--- config.mk ---
export PLATFORM = sky130hd
export DESIGN_NAME = aon_clk_div_ctrl
export DESIGN_NICKNAME = d
export VERILOG_FILES = /design/src/rtl/aon_clk_div_pkg.sv /design/src/rtl/aon_clk_div_core.sv /design/src/rtl/aon_clk_div_ctrl.sv
export SDC_FILE = /design/constraint.sdc
export NUM_CORES = 1
export LEC_CHECK = 0
export ABC_CLOCK_PERIOD_IN_PS = 2200
export BUFFER_PORTS_ARGS = -buffer_cell sky130_fd_sc_hd__buf_2
export CAP_MARGIN = 20
export CELL_PAD_IN_SITES_DETAIL_PLACEMENT = 0
export CELL_PAD_IN_SITES_GLOBAL_PLACEMENT = 1
export CORE_ASPECT_RATIO = 0.8
export CORE_MARGIN = 5
export CORE_UTILIZATION = 44
export CTS_BUF_LIST = sky130_fd_sc_hd__clkbuf_8
export DETAILED_ROUTE_END_ITERATION = 8
export HOLD_SLACK_MARGIN = 0.05
export PLACE_DENSITY = 0.85
export SETUP_SLACK_MARGIN = 0.15
export SLEW_MARGIN = 40
export SYNTH_ARGS = -nofsm -noshare
export SYNTH_HDL_FRONTEND = slang
export SYNTH_SLANG_ARGS = --single-unit
--- constraint.sdc ---
create_clock -name clk -period 2.2 [get_ports clk]
set_input_delay 0.22 -clock clk [delete_from_list [all_inputs] [get_ports clk]]
set_output_delay 0.22 -clock clk [all_outputs]
set_load 0.1 [all_outputs]
--- src/rtl/aon_clk_div_pkg.sv ---
// Shared types and default parameter values for the AON clock divider controller.
package aon_clk_div_pkg;

    typedef enum logic {
        STOPPED = 1'b0,
        RUN     = 1'b1
    } state_t;

    localparam int CNT_W_DEFAULT        = 16;
    localparam int DEFAULT_HALF_DEFAULT = 255;

endpackage

--- src/rtl/aon_clk_div_core.sv ---
// Half-period counter, terminal compare and output toggle for the AON divider.
// Also owns the in-effect terminal count so counter and compare value live together.
module aon_clk_div_core #(
    parameter int CNT_W        = 16,
    parameter int DEFAULT_HALF = 255
) (
    input  logic             clk,
    input  logic             reset,
    input  logic             run,
    input  logic             load_half,
    input  logic [CNT_W-1:0] half,
    output logic             clk_out,
    output logic             rise,
    output logic             fall,
    output logic [CNT_W-1:0] cur_half
);

    logic [CNT_W-1:0] counter;
    logic             terminal;

    // rise/fall flag the edge on which clk_out is about to change
    assign terminal = run && (counter == cur_half);
    assign rise     = terminal && !clk_out;
    assign fall     = terminal && clk_out;

    always_ff @(posedge clk) begin
        if (reset) begin
            counter  <= '0;
            clk_out  <= 1'b0;
            cur_half <= CNT_W'(DEFAULT_HALF);
        end else begin
            if (load_half) begin
                cur_half <= half;
            end
            if (!run) begin
                counter <= '0;
                clk_out <= 1'b0;
            end else if (terminal) begin
                counter <= '0;
                clk_out <= !clk_out;
            end else begin
                counter <= counter + CNT_W'(1);
            end
        end
    end

endmodule

--- src/rtl/aon_clk_div_ctrl.sv ---
// Run-time reconfigurable AON clock divider: config handshake, shadow registers and
// run/stop FSM; updates only land at a falling boundary so clk_out never glitches.
//
//   state   | meaning
//   --------+-----------------------------------------------------------
//   STOPPED | clk_out parked low, counter cleared, cfg applied next edge
//   RUN     | dividing; queued cfg applied at the next falling boundary
module aon_clk_div_ctrl
    import aon_clk_div_pkg::*;
#(
    parameter int CNT_W        = CNT_W_DEFAULT,
    parameter int DEFAULT_HALF = DEFAULT_HALF_DEFAULT,
    parameter int RESET_RUN    = 1
) (
    input  logic             clk,
    input  logic             reset,
    input  logic             cfg_valid,
    output logic             cfg_ready,
    input  logic [CNT_W-1:0] cfg_half,
    input  logic             cfg_enable,
    output logic             clk_out,
    output logic             tick,
    output logic             running,
    output logic [CNT_W-1:0] cur_half
);

    localparam state_t RESET_STATE = (RESET_RUN != 0) ? RUN : STOPPED;

    state_t           state;
    state_t           state_next;
    logic             pending;
    logic [CNT_W-1:0] shadow_half;
    logic             shadow_enable;
    logic             accept;
    logic             run;
    logic             rise;
    logic             fall;
    logic             load_half;
    logic [CNT_W-1:0] half_sel;

    assign run    = (state == RUN);
    assign accept = cfg_valid && cfg_ready;

    always_ff @(posedge clk) begin
        if (reset) begin
            state         <= RESET_STATE;
            pending       <= 1'b0;
            shadow_half   <= CNT_W'(DEFAULT_HALF);
            shadow_enable <= 1'b1;
            tick          <= 1'b0;
        end else begin
            state <= state_next;
            tick  <= rise;
            // pending is never set while a fall applies it: cfg_ready is low then
            if (run && accept) begin
                pending       <= 1'b1;
                shadow_half   <= cfg_half;
                shadow_enable <= cfg_enable;
            end else if (fall && pending) begin
                pending <= 1'b0;
            end
        end
    end

    always_comb begin
        state_next = state;
        case (state)
            STOPPED: if (accept && cfg_enable)               state_next = RUN;
            RUN:     if (fall && pending && !shadow_enable) state_next = STOPPED;
            default:                                         state_next = RESET_STATE;
        endcase
    end

    always_comb begin
        running   = run;
        cfg_ready = !pending;
        load_half = (!run && accept) || (fall && pending);
        half_sel  = run ? shadow_half : cfg_half;
    end

    aon_clk_div_core #(
        .CNT_W        (CNT_W),
        .DEFAULT_HALF (DEFAULT_HALF)
    ) u_core (
        .clk       (clk),
        .reset     (reset),
        .run       (run),
        .load_half (load_half),
        .half      (half_sel),
        .clk_out   (clk_out),
        .rise      (rise),
        .fall      (fall),
        .cur_half  (cur_half)
    );

endmodule

==> results.txt <==
----------------------------------------------------
[Outcome]
  Run status ... complete, no violations

[Setup path]
  R2r setup slk ... a little under 0.3 ns
  Critical path fanouts, max ... 8
  Critical Path Sink Type ... register
  Category of the worst setup path launch point ... register
  Type of the worst setup path ... reg2reg
  Data required, critical path ... between 2 and 2.5 ns
  Crit path arrival time ... approximately 2.1 ns

[Power and ir drop]
  Sequential group share of total power ... between 50% and 60%
  Net Sw Frac ... about 25%
  Leakage dissipation ... around 0.0013 uW
  Combinational cell fraction of total power ... around 10%
  Power spent charging and discharging nets ... around 420 uW
  Proportion of power drawn by the clock network ... a little under a third
  Internal power summed over all cells ... 1270 uW
  Power Density ... around 560 nW/um^2
  Highest ir drop seen on vdd ... between 0.2 and 0.25 mV

[Routing]
  TritonRoute pass-1 iters ... 4
  Detail Route Antenna Nets ... 0
  Final routed DRC violation total ... 0
  Drt wl/cell ... 15.0 microns
  Average vias per placed instance ... 5.44
  Via Count ... roughly 2300
  Final wirelength ... 6260 microns
  DRC violation total after the first TritonRoute iteration ... 90

[Clock network]
  Hold buffer count at cts ... 0
  Inserted Clock Buffers ... 5
  Buffers from clock root to sink, at most ... 2
  Register clock-pin slew on the reported worst setup and hold paths ... ~0.090 ns
  Source-to-sink clock delay at the later pin of the worst-skew pair ... roughly 0.3 ns
  Number of sinks handled by clock tree synthesis ... 53
  Level count of the clock H-tree ... 2
  Clk root buf ... sky130_fd_sc_hd__clkbuf_8
  TritonCTS clock tree ... yes

[Final layout]
  Layout-stage area growth over the synthesis result ... 16.3%
  Most frequent cells in the layout ... 39 x sky130_fd_sc_hd__nand2_1, 39 x sky130_fd_sc_hd__buf_2, 35 x sky130_fd_sc_hd__dfxtp_1
  Fraction of final layout cells with drive strength greater than 1 ... a little over a quarter
  Finished Cell Area ... 3020 sq um
  # nets final ... around 360
  Ant. Diodes ... 0

[Timing]
  Worst clock skew on the final layout ... ~0.0076 ns
  Slew at the pin closest to its max-slew limit ... around 0.62 ns
  Worst hold slack across all endpoints ... ~0.14 ns
  RSZ-0062 raised after global routing ... no
  Headroom to the max-slew limit ... about 59%
  Number of pins with negative max-slew slack in the final report ... 0
  Final setup vio count ... 0
  Post-route minimum period ... about 1.9 ns
  Maximum achievable frequency ... around 520 MHz
  Post-Route Setup TNS ... 0 ns
  Share of the clock period used by the worst path after layout ... 86.8%
  Hold Vio Cnt, Final ... 0

[Global route]
  Largest net degree at the start of global routing ... 30
  Total Routing Usage GR ... 17.2%
  Number of antenna violations at the first check in global routing ... 0
  Global-route wire length before repair ... ~10000 microns
  Via count of the first global-routing pass ... between 2000 and 2500
  Grt total ovfl ... 0

[Placement]
  Detailed placer's ending HPWL ... around 4500 microns
  Area of placed instances ... ~2900 sq um
  # port buffers ... 39
  Gp weighted congestion ... 0.787

[Logic synthesis]
  Post-synthesis area per instance ... just under 9 sq um
  Number of flip-flops and latches in the synthesized netlist ... 53
  Mapped cell area ... 2600 sq um
  Number of synthesis warnings ... 0
  Register area share after synthesis ... 40.8%
  Cell variety after synth ... 41
  Post-synthesis net count ... 317
  Syn Inst Count ... between 200 and 300

[Job]
  Number of maximum-capacitance violations ... 0

[Floorplan]
  CORE AREA ... approximately 5800 sq um
  Full die area ... approximately 7600 sq um
  Die X ... about 96 microns
  Initial cell density of the core ... about 45%
  Overall die height ... roughly 80 microns
  Total number of placement rows ... 25
  Boundary Pins ... 40

[Worst hold path]
  Min-Delay Path Class ... in2reg

----------------------------------------------------
==> path summary, 6_finish.rpt <==
| check | startpoint | end | cells after the start |
|---|---|---|---|
| setup / recovery | u_core.counter[9] | u_core.cur_half[3] | 6 |
| setup reg to reg | u_core.counter[9] | u_core.cur_half[3] | 6 |
| hold / removal | cfg_half[1] | shadow_half[1] | 3 |
| hold reg to reg | shadow_half[13] | shadow_half[13] | 2 |
==> routing by layer <==
layer | up-vias | global-route usage [%] | wire length [microns]
met1 | 1068 | 24.6 | 3080
met3 | 4 | 3.69 | 328
met2 | 55 | 26.0 | 2820
met5 | - | 0 | 0
met4 | 0 | 4.69 | 35
li1 | 1147 | - | -
==> state kept, by name, summed over array words and instances, names as in the netlist <==
signal	cells
running	1
u_core.counter	16
tick	1
pending	1
shadow_enable	1
u_core.clk_out	1
u_core.cur_half	16
shadow_half	16
==> what timing repair did <==
item / in CTS / in global routing
setup endpoints to repair: 0 / 28
gates resized for setup: 0 / 2
endpoints found under the hold margin: 0 / 0
setup buffers: 0 / 1
==> synthesized netlist by cell type, drive strengths merged <==
master	instances	area, sq um
xor2	16	140
a221o	1	10.0
xnor2	11	111
a21oi	8	40.0
and2	2	12.5
and4	1	8.76
or3	9	56.3
a211oi	8	60.1
o22ai	1	6.26
buf	8	56.3
inv	7	26.3
nor4	3	33.8
a31oi	8	50.1
nand2	40	153
nor2	20	75.1
a21boi	1	7.51
and3	2	12.5
o21ai	3	26.3
nand3	25	125
a31o	1	8.76
dfxtp	53	1060
nor2b	1	6.26
nand4	6	43.8
nand4b	1	8.76
mux2i	16	160
nand2b	1	6.26
a311oi	17	149
or4	1	11.3
clkbuf	12	55.1
ha	1	12.5
a222oi	1	10.0
nor3	11	55.1
==> power groups by stage <==
| stage | sequential, uW | clock (uW) | combinational [uW] |
|---|---|---|---|
| floorplan | 1030 | 0 | 105 |
| global placement | 1030 | 0 | 164 |
| detailed placement | 1030 | 0 | 166 |
| CTS | 1010 | 533 | 166 |
| global route | 1010 | 568 | 190 |
| finish | 1000 | 510 | 170 |
==> logic make-up (layout without fill, tap and decap cells) <==
family          Yosys count  after routing  share of synthesized area [%]
simple gates            123            123                           23.4
fa+ha+maj                 1              1                          0.481
xor+xnor                 27             27                           9.68
mux                      16             16                           6.16
buf+inv                  27             68                           5.30
compound gates           49             49                           14.2
flops                    53             53                           40.8
==> cell type report <==
cell class                 count  area, sq um
multi-input combinational    216         1410
tap                           81          101
sequential                    53         1090
clock buffer                   5         68.8
inverter                       7         26.3
fill                         582         2800
timing repair buffer          54          320
clock inverter                 2         8.76
==> metrics by stage <==
step | std cells | utilization (%) | power (uW) | worst slack, ns
5_1_grt | 418 | 51.9 | 1770 | 0.158
4_1_cts | 417 | 51.5 | 1700 | 0.218
3_3_place_gp | 410 | 50.1 | 1190 | 0.195
2_1_floorplan | 296 | - | 1130 | 0.153
3_5_place_dp | 410 | 50.1 | 1190 | 0.244
6_report | 418 | 51.9 | 1680 | 0.291
==> worst max-delay path: stages (launching register included) <==
cell and delay, ns:
sky130_fd_sc_hd__dfxtp_1 0.47, sky130_fd_sc_hd__xor2_1 0.15, sky130_fd_sc_hd__nor4_2 0.34, sky130_fd_sc_hd__and3_2 0.32, sky130_fd_sc_hd__buf_4 0.19, sky130_fd_sc_hd__a31oi_1 0.09, sky130_fd_sc_hd__a311oi_1 0.25
No activity file was read; power rests on OpenSTA's default activity.
